<file path="config.mk">
export PLATFORM = sky130hd
export DESIGN_NAME = cpu_sequencer
export DESIGN_NICKNAME = d
export VERILOG_FILES = /design/src/rtl/cpu_sequencer.sv
export SDC_FILE = /design/constraint.sdc
export NUM_CORES = 1
export LEC_CHECK = 0
export CAP_MARGIN = 10
export CORE_UTILIZATION = 47
export CTS_BUF_LIST = sky130_fd_sc_hd__clkbuf_8
export CTS_CLUSTER_DIAMETER = 40
export DETAILED_ROUTE_END_ITERATION = 16
export PLACE_DENSITY = 0.82
export SYNTH_ARGS = -nofsm -noshare
export SYNTH_HDL_FRONTEND = slang
export SYNTH_SLANG_ARGS = --single-unit
</file>
<file path="constraint.sdc">
create_clock -name clk -period 2.5 [get_ports clk]
set_input_delay 0.5 -clock clk [delete_from_list [all_inputs] [get_ports clk]]
set_output_delay 0.5 -clock clk [all_outputs]
set_load 0.03 [all_outputs]
</file>
<file path="src/rtl/cpu_sequencer.sv">
// Multi-cycle control sequencer for the single-issue core: steps each instruction
// through fetch/decode/execute/memory/writeback and issues exactly one PC update per retired instruction.
module cpu_sequencer #(
    parameter int OPCODE_W = 4,
    parameter int TIMEOUT  = 16
) (
    input  logic                clk,
    input  logic                rst,
    input  logic                run,
    input  logic [OPCODE_W-1:0] opcode,
    input  logic                alu_zero,
    input  logic                imem_ack,
    input  logic                dmem_ack,
    output logic                imem_req,
    output logic                ir_load,
    output logic                alu_go,
    output logic                dmem_req,
    output logic                dmem_we,
    output logic                reg_we,
    output logic                pc_inc,
    output logic                pc_branch,
    output logic                halted,
    output logic                illegal_op,
    output logic                bus_err,
    output logic [2:0]          state_out
);

    localparam int CNT_W = $clog2(TIMEOUT);

    localparam logic [OPCODE_W-1:0] OP_NOP   = OPCODE_W'(4'h0);
    localparam logic [OPCODE_W-1:0] OP_ALU   = OPCODE_W'(4'h1);
    localparam logic [OPCODE_W-1:0] OP_LOAD  = OPCODE_W'(4'h2);
    localparam logic [OPCODE_W-1:0] OP_STORE = OPCODE_W'(4'h3);
    localparam logic [OPCODE_W-1:0] OP_BEQ   = OPCODE_W'(4'h4);
    localparam logic [OPCODE_W-1:0] OP_JMP   = OPCODE_W'(4'h5);
    localparam logic [OPCODE_W-1:0] OP_HALT  = {OPCODE_W{1'b1}};

    typedef enum logic [2:0] {
        S_IDLE   = 3'd0,
        S_FETCH  = 3'd1,
        S_DECODE = 3'd2,
        S_EXEC   = 3'd3,
        S_MEM    = 3'd4,
        S_WB     = 3'd5,
        S_PC_UPD = 3'd6,
        S_HALTED = 3'd7
    } state_t;

    state_t           state_q, state_d;
    logic [CNT_W-1:0] cnt_q, cnt_d;
    logic             err_q, err_d;
    logic             timed_out_s;

    // State, wait counter and sticky bus-error registers
    always_ff @(posedge clk or posedge rst) begin
        if (rst) begin
            state_q <= S_IDLE;
            cnt_q   <= '0;
            err_q   <= 1'b0;
        end else begin
            state_q <= state_d;
            cnt_q   <= cnt_d;
            err_q   <= err_d;
        end
    end

    assign timed_out_s = (cnt_q == CNT_W'(TIMEOUT - 1));

    // Next-state and strobe decode; the counter only survives while a request stays unacked
    always_comb begin
        state_d    = state_q;
        cnt_d      = '0;
        err_d      = err_q;
        imem_req   = 1'b0;
        ir_load    = 1'b0;
        alu_go     = 1'b0;
        dmem_req   = 1'b0;
        dmem_we    = 1'b0;
        reg_we     = 1'b0;
        pc_inc     = 1'b0;
        pc_branch  = 1'b0;
        halted     = 1'b0;
        illegal_op = 1'b0;
        case (state_q)
            S_IDLE: begin
                if (run) begin
                    state_d = S_FETCH;
                end else begin
                    state_d = S_IDLE;
                end
            end
            S_FETCH: begin
                imem_req = 1'b1;
                ir_load  = imem_ack;
                if (imem_ack) begin
                    state_d = S_DECODE;
                end else if (timed_out_s) begin
                    err_d   = 1'b1;
                    state_d = S_HALTED;
                end else begin
                    cnt_d = cnt_q + CNT_W'(1);
                end
            end
            S_DECODE: begin
                case (opcode)
                    OP_NOP, OP_JMP:                    state_d = S_PC_UPD;
                    OP_ALU, OP_LOAD, OP_STORE, OP_BEQ: state_d = S_EXEC;
                    OP_HALT:                           state_d = S_HALTED;
                    default: begin
                        illegal_op = 1'b1;
                        state_d    = S_PC_UPD;
                    end
                endcase
            end
            S_EXEC: begin
                alu_go = 1'b1;
                case (opcode)
                    OP_ALU:          state_d = S_WB;
                    OP_LOAD, OP_STORE: state_d = S_MEM;
                    default:         state_d = S_PC_UPD;
                endcase
            end
            S_MEM: begin
                dmem_req = 1'b1;
                dmem_we  = (opcode == OP_STORE);
                if (dmem_ack) begin
                    if (opcode == OP_LOAD) begin
                        state_d = S_WB;
                    end else begin
                        state_d = S_PC_UPD;
                    end
                end else if (timed_out_s) begin
                    err_d   = 1'b1;
                    state_d = S_HALTED;
                end else begin
                    cnt_d = cnt_q + CNT_W'(1);
                end
            end
            S_WB: begin
                reg_we  = 1'b1;
                state_d = S_PC_UPD;
            end
            S_PC_UPD: begin
                // alu_zero is valid here because PC_UPD always directly follows EXEC for BEQ
                if ((opcode == OP_JMP) || ((opcode == OP_BEQ) && alu_zero)) begin
                    pc_branch = 1'b1;
                end else begin
                    pc_inc = 1'b1;
                end
                if (run) begin
                    state_d = S_FETCH;
                end else begin
                    state_d = S_IDLE;
                end
            end
            S_HALTED: begin
                halted  = 1'b1;
                state_d = S_HALTED;
            end
            default: begin
                state_d = S_IDLE;
            end
        endcase
    end

    assign bus_err   = err_q;
    assign state_out = state_q;

endmodule
</file>
==> results of run 1 <==
flip-flops by register name, indices dropped and copies added, names as in the netlist:
name	count
cnt_q	4
state_out	3
bus_err	1
cell type report:
cell class | count | area share, %
multi-input cells | 58 | 42.30
repair buffers | 27 | 27.74
clock buffers | 3 | 4.577
inverters | 3 | 1.248
well taps | 14 | 1.942
flip-flops and latches | 8 | 22.19
kinds of logic (layout without fill, tap and decap cells):
group           count (synthesis)  after routing  synth area share, %
simple gates                   40             40                39.27
flops                           8              8                32.39
xor+xnor                        3              3                4.252
buf+inv                         7             33                5.868
compound gates                 14             14                16.20
fa+ha+maj                       1              1                2.024
worst max path at each step:
stage / from / end
after CTS: state_out[1] / ir_load
after global placement: imem_ack / ir_load
after detailed placement: imem_ack / ir_load
after floorplan: state_out[1] / illegal_op
after global routing: state_out[1] / ir_load
final: state_out[1] / ir_load
where the power goes:
| part | switching [uW] | total [uW] | leakage, uW | internal, uW |
|---|---|---|---|---|
| clock network | 49.7 | 154 | 0.0000216 | 104 |
| registers | 20.2 | 184 | 0.000102 | 164 |
| logic | 358 | 615 | 0.000249 | 257 |
| total | 428 | 953 | 0.000372 | 525 |
synth_stat cells, types with 2 or more instances:
library cell	instances
sky130_fd_sc_hd__nor2b_1	3
sky130_fd_sc_hd__nor2_1	9
sky130_fd_sc_hd__nand2_1	3
sky130_fd_sc_hd__a21oi_1	4
sky130_fd_sc_hd__nand2b_1	2
sky130_fd_sc_hd__dfrtp_1	8
sky130_fd_sc_hd__nand3_1	4
sky130_fd_sc_hd__xor2_1	2
sky130_fd_sc_hd__nand4_1	2
sky130_fd_sc_hd__buf_2	2
sky130_fd_sc_hd__o21ai_0	2
sky130_fd_sc_hd__nor3_2	2
sky130_fd_sc_hd__nor3_1	3
layer usage:
| layer | global-route usage, % | up-vias |
|---|---|---|
| li1 | - | 317 |
| met1 | 33.45 | 278 |
| met2 | 45.76 | 16 |
| met3 | 6.977 | 0 |
| met4 | 2.679 | 0 |
| met5 | 0 | - |
per-stage QoR:
| step | utilization, % | hold slack, ns | power (uW) | setup WS [ns] |
|---|---|---|---|---|
| CTS | 77.03 | 0.4791 | 957.7 | 0.03015 |
| detailed placement | 73.50 | 0.4689 | 794.3 | 0.1793 |
| finish | 77.03 | 0.4784 | 953.5 | 0.04451 |
| global route | 77.03 | 0.5013 | 1020 | 0.004535 |
| global placement | 73.50 | 0.4657 | 783.3 | 0.2053 |
| floorplan | - | 0.3157 | 583.5 | 0.1065 |
==> Flow_metrics.wiki, run 1 <==
{| class="wikitable"
! Metric !! Value
|-
| Net Count, Synth || 84
|-
| Core area || 1171 um^2
|-
| Hold Crit Class || flip-flop to flip-flop
|-
| Family with the most delay on the worst path || buffers and inverters
|-
| Count of inserted antenna diode cells || 0
|-
| Number of pins with negative max-slew slack in the final report || 0
|-
| Fin cells || 113
|-
| IO Count || 24
|-
| Remaining DRCs || 0
|-
| CTS H-tree lvls || 1
|-
| Sequential element share of the synthesized area || 32.39%
|-
| Maximum number of pins on one net before global-route repair || 12
|-
| Biggest area contributors in the synthesized netlist || sky130_fd_sc_hd__dfrtp_1 (32%), sky130_fd_sc_hd__nor2_1 (5.5%), sky130_fd_sc_hd__a21oi_1 (3.2%)
|-
| Via density per instance || 5.407
|-
| Met1 layer wirelength in the final routing || 763 um
|-
| Library cell with the largest summed area after synthesis || sky130_fd_sc_hd__dfrtp_1
|-
| Prevailing post-synth register cell || sky130_fd_sc_hd__dfrtp_1
|-
| Detailed-routed wire length on met2 || 769 um
|-
| Series of cell instances along the critical path || or3b_4, clkinv_1, and2_1, clkdlybuf4s50_1
|-
| Max VDD drop || 987.4 uV
|-
| Number of buffers on the longest clock path || 2
|-
| Die width || 38.27 um
|-
| GRT Overall Usage || 26.38%
|-
| Post-detailed-placement cell area || 860.8 um^2
|-
| TritonCTS clock tree || built
|-
| Total of flip-flops plus latches after synthesis || 8
|-
| Number of global-route vias before repair || 577
|-
| Layout cells sized above 1 || 19.19%
|-
| Maximum fanout along the worst path || 3
|-
| Number of cells after detailed placement || 110
|-
| Height of the die || 38.27 um
|-
| Mean area per synthesized cell || 8.467 um^2
|-
| Summed negative setup slack over all endpoints || 0 ns
|-
| Initial DRT Pass Iterations || 4
|-
| Final instance area || 902.1 um^2
|-
| Post-detailed-route count of antenna-violating nets || 0
|-
| Worst setup path class || flip-flop to primary output
|-
| Setup clock skew after layout || 0.0002564 ns
|-
| DRT Wirelength || 1.580 mm
|-
| Clk_lat worst skew || 0.23 ns
|-
| Slowest cell on the critical path || sky130_fd_sc_hd__clkdlybuf4s50_1
|-
| Data arrival time at the worst-slack endpoint || 1.96 ns
|-
| Synthesized instance count || 73
|-
| Clk pin slew, worst setup/hold paths || 0.04 ns
|-
| Data required time at the worst endpoint || 2.00 ns
|-
| Clock root cell || sky130_fd_sc_hd__clkbuf_8
|-
| Startpoint of the lowest-slack hold path || cnt_q[0]
|-
| Port buffer count || 23
|-
| Endpoint of the worst register-to-register path || state_out[1]
|-
| Wire length of the first global-routing pass || 2.601 mm
|-
| Number of warnings issued by yosys || 0
|-
| Met3 wirelength from detailed routing || 46 um
|-
| Setup crit end kind || primary output
|-
| Hold buffer count at cts || 0
|-
| Leakage dissipation || 0.0003722 uW
|-
| Worst path bufs/invs || 2
|-
| Status || finished clean
|-
| Weighted congestion at the end of routability-driven global placement || 0.8383
|-
| DIE AREA || 1464 um^2
|-
| Antenna violations before repair || 0
|-
| Total CTS buffers || 3
|-
| Normalized max-slew margin || 74.39%
|-
| Critical path launch point type || flip-flop
|-
| Wire length per cell after detailed routing || 13.98 um
|-
| Leftover overflow at the end of global routing || 0
|-
| Max Cap Violations || 0
|-
| Clock period minus worst slack || 2.455 ns
|-
| Yosys cell types || 40
|-
| Detailed router's first-iteration violation count || 8
|-
| Final #Nets || 112
|-
| Async S/R FF share, synth || 100.0%
|-
| Count of cells resized by post-cts repair || 0
|-
| Worst reg2reg setup slack || 0.94 ns
|-
| Hold Crit Depth || 1
|-
| Area growth from synthesis to layout || 45.95%
|-
| Worst-margin pin slew || 0.3794 ns
|-
| Setup Viol. Count Final || 0
|-
| Most used cells in the layout excluding fill and tap cells || sky130_fd_sc_hd__clkdlybuf4s50_1 (19), sky130_fd_sc_hd__nor2_1 (9), sky130_fd_sc_hd__dfrtp_1 (8), sky130_fd_sc_hd__buf_4 (8)
|-
| Sequential cell area || 200.2 um^2
|-
| Summed instance area of the synthesized netlist || 618.1 um^2
|-
| Proportion of netlist area held by the largest area contributor || 32.39%
|-
| Initial core utilization || 52.78%
|-
| Top achievable clock speed || 407.3 MHz
|-
| Count of standard-cell rows || 12
|-
| Unrepaired setup endpoints after global routing || no
|-
| Total clock sinks || 8
|-
| Post-CTS Setup Inserts || 0
|-
| Endpoint with the worst hold slack || cnt_q[0]
|-
| Longest individual stage delay on the worst path || 0.68 ns
|-
| Post-synth EDFFs || 0
|-
| Final critical-path share of the clock period || 98.22%
|-
| Most common cell after layout, fill and taps aside || sky130_fd_sc_hd__clkdlybuf4s50_1
|-
| Area taken by multi-input logic gates || 381.6 um^2
|-
| Half-perimeter wire length after detailed placement || 1.186 mm
|-
| Top Layer Used || met3
|-
| Length in cells of the worst reg-to-reg path || 4
|-
| Endpoints failing hold || 0
|-
| Power per cell area || 1057 nW/um^2
|-
| Via total after detailed routing || 611
|-
| Total stage count of the critical path || 4
|-
| Filler Cells Inserted || 93
|-
| Reg-to-reg startpoint || cnt_q[0]
|}
No activity file was read; power rests on OpenSTA's default activity.
==> run 2: changes to the inputs <==
--- a/config.mk
+++ b/config.mk
@@ -6,11 +6,11 @@
 export NUM_CORES = 1
 export LEC_CHECK = 0
 export CAP_MARGIN = 10
-export CORE_UTILIZATION = 47
+export CORE_UTILIZATION = 44
 export CTS_BUF_LIST = sky130_fd_sc_hd__clkbuf_8
 export CTS_CLUSTER_DIAMETER = 40
 export DETAILED_ROUTE_END_ITERATION = 16
-export PLACE_DENSITY = 0.82
+export PLACE_DENSITY = 0.78
 export SYNTH_ARGS = -nofsm -noshare
 export SYNTH_HDL_FRONTEND = slang
 export SYNTH_SLANG_ARGS = --single-unit
==> constraint.sdc (replaced) <==
create_clock -name clk -period 2.55 [get_ports clk]
set_input_delay 0.51 -clock clk [delete_from_list [all_inputs] [get_ports clk]]
set_output_delay 0.51 -clock clk [all_outputs]
set_load 0.03 [all_outputs]
==> run 2 against run 1 <==
  * Non-clock buffer count grew 4
  * Utilization shrank 4.9 points
  * Worst hold slack lost 0.011 ns
  * Combinational power shrank 1%
  * Total power shrank 1.3%
  * Clock skew grew 0.0025 ns
  * Sequential share of layout area shrank 0.86 points
  * Count of clock-buffer cells in the layout is the same
  * Highest routed layer is now met4
  * Clock power is essentially flat
  * Sequential cell count is the same
  * Register-to-register slack lost 0.06 ns
==> Flow_metrics.wiki, run 2 (same netlist as run 1, synthesis figures left out) <==
{| class="wikitable"
! Metric !! Value
|-
| Leakage dissipation || 0.0004050 uW
|-
| Remaining DRCs || 0
|-
| Area growth from synthesis to layout || 51.82%
|-
| Count of cells resized by post-cts repair || 0
|-
| Top achievable clock speed || 406.5 MHz
|-
| Critical path launch point type || flip-flop
|-
| Total clock sinks || 8
|-
| Post-layout worst setup margin || 0.08996 ns
|-
| Worst hold margin || 0.4671 ns
|-
| CTS H-tree lvls || 1
|-
| Half-perimeter wire length after detailed placement || 1.232 mm
|-
| Initial core utilization || 47.50%
|-
| Hold buffer count at cts || 0
|-
| Final critical-path share of the clock period || 96.47%
|-
| Worst reg2reg setup slack || 0.88 ns
|-
| Data required time at the worst endpoint || 2.04 ns
|-
| Max VDD drop || 623.5 uV
|-
| Startpoint of the lowest-slack hold path || bus_err
|-
| DIE AREA || 1559 um^2
|-
| Hold Crit Class || flip-flop to flip-flop
|-
| Via total after detailed routing || 668
|-
| Initial DRT Pass Iterations || 4
|-
| Core area || 1301 um^2
|-
| Count of standard-cell rows || 13
|-
| Reg-to-reg startpoint || cnt_q[0]
|-
| Antenna violations before repair || 0
|-
| Height of the die || 39.48 um
|-
| Setup slack after placement || 0.06778 ns
|-
| Clock root cell || sky130_fd_sc_hd__clkbuf_8
|-
| Max reg flops || 4
|-
| Leftover overflow at the end of global routing || 0
|-
| Status || finished clean
|-
| Endpoints failing hold || 0
|-
| Clock period minus worst slack || 2.460 ns
|-
| Count of inserted antenna diode cells || 0
|-
| Post-detailed-placement cell area || 894.6 um^2
|-
| Clk_lat worst skew || 0.23 ns
|-
| Setup Viol. Count Final || 0
|-
| Weighted congestion at the end of routability-driven global placement || 0.7724
|-
| Slowest cell on the critical path || sky130_fd_sc_hd__clkdlybuf4s50_1
|-
| Maximum fanout along the worst path || 3
|-
| Detailed router's first-iteration violation count || 19
|-
| Post-detailed-route count of antenna-violating nets || 0
|-
| DRT Wirelength || 1.567 mm
|-
| Number of buffers on the longest clock path || 2
|-
| Max Cap Violations || 0
|-
| Most used cells in the layout excluding fill and tap cells || sky130_fd_sc_hd__clkdlybuf4s50_1 (19), sky130_fd_sc_hd__buf_4 (11), sky130_fd_sc_hd__nor2_1 (9), sky130_fd_sc_hd__dfrtp_1 (8)
|-
| Final instance area || 938.4 um^2
|-
| Unrepaired setup endpoints after global routing || no
|-
| Number of global-route vias before repair || 538
|-
| Normalized max-slew margin || 66.48%
|-
| Post-CTS Setup Inserts || 0
|-
| Series of cell instances along the critical path || or3b_4, clkinv_1, and2_1, clkdlybuf4s50_1
|-
| Data arrival time at the worst-slack endpoint || 1.95 ns
|-
| Power per cell area || 1002 nW/um^2
|-
| Final #Nets || 116
|-
| Total CTS buffers || 3
|-
| Layout cells sized above 1 || 21.36%
|-
| Die width || 39.48 um
|-
| Worst-margin pin slew || 0.4966 ns
|-
| Endpoint of the worst register-to-register path || state_out[1]
|-
| Port buffer count || 23
|-
| Filler Cells Inserted || 104
|-
| IO Count || 24
|-
| Most common cell after layout, fill and taps aside || sky130_fd_sc_hd__clkdlybuf4s50_1
|-
| Setup crit end kind || primary output
|-
| Wire length per cell after detailed routing || 13.28 um
|-
| GRT Overall Usage || 24.46%
|-
| Clk pin slew, worst setup/hold paths || 0.04 ns
|-
| Longest individual stage delay on the worst path || 0.68 ns
|-
| Length in cells of the worst reg-to-reg path || 4
|-
| Hold Crit Depth || 1
|-
| Via density per instance || 5.661
|-
| Summed negative setup slack over all endpoints || 0 ns
|-
| Worst setup path class || flip-flop to primary output
|-
| Setup clock skew after layout || 0.002726 ns
|-
| Maximum number of pins on one net before global-route repair || 12
|-
| Wire length of the first global-routing pass || 2.380 mm
|-
| Endpoint with the worst hold slack || bus_err
|-
| Number of pins with negative max-slew slack in the final report || 0
|-
| Largest register by flop count || cnt_q
|-
| TritonCTS clock tree || built
|-
| Critical path startpoint || state_out[1]
|}
==> run 2: worst max-delay path: cells and delay by family, from the launching register on <==
family	cells	cell delay, ns
and+or+nand+nor	2	0.59
buffers and inverters	2	0.76
DFF	1	0.37
==> run 2: power breakdown <==
group          internal (uW)  switching, uW  total [uW]
clock                    102           49.1         151
combinational            258            350         608
sequential               161           20.4         181
total                    521            420         941
==> run 2: per-layer routing <==
metal / wire [um] / GRT usage, % / vias up
met5: 0 / 0 / -
met1: 691 / 33.69 / 309
met4: 10 / 9.483 / 0
li1: - / - / 326
met2: 742 / 31.56 / 31
met3: 123 / 12.50 / 2
==> run 2: cell type report <==
| cell class | instances | area, um^2 | share of cell area (%) |
|---|---|---|---|
| Multi-Input combinational cell | 58 | 381.6 | 40.67 |
| Timing Repair Buffer | 31 | 285.3 | 30.40 |
| Sequential cell | 8 | 200.2 | 21.33 |
| Clock buffer | 3 | 41.29 | 4.400 |
| Tap cell | 15 | 18.77 | 2.000 |
| Inverter | 3 | 11.26 | 1.200 |
==> run 2: per-stage QoR <==
stage	util (%)	total power (uW)	std cells
global route	72.12	1007	118
finish	72.12	940.7	118
detailed placement	68.75	789.3	115
CTS	71.92	946.8	118
global placement	68.75	776.7	115
floorplan	-	572.1	73
==> run 2: worst max-delay path by stage <==
stage                       endpoint  slack (ns)  cells after the start
after floorplan           illegal_op        0.15                      3
after global placement        pc_inc        0.11                      5
after detailed placement      pc_inc        0.07                      5
after CTS                     pc_inc        0.06                      5
after global routing         ir_load        0.01                      4
final                        ir_load        0.09                      4
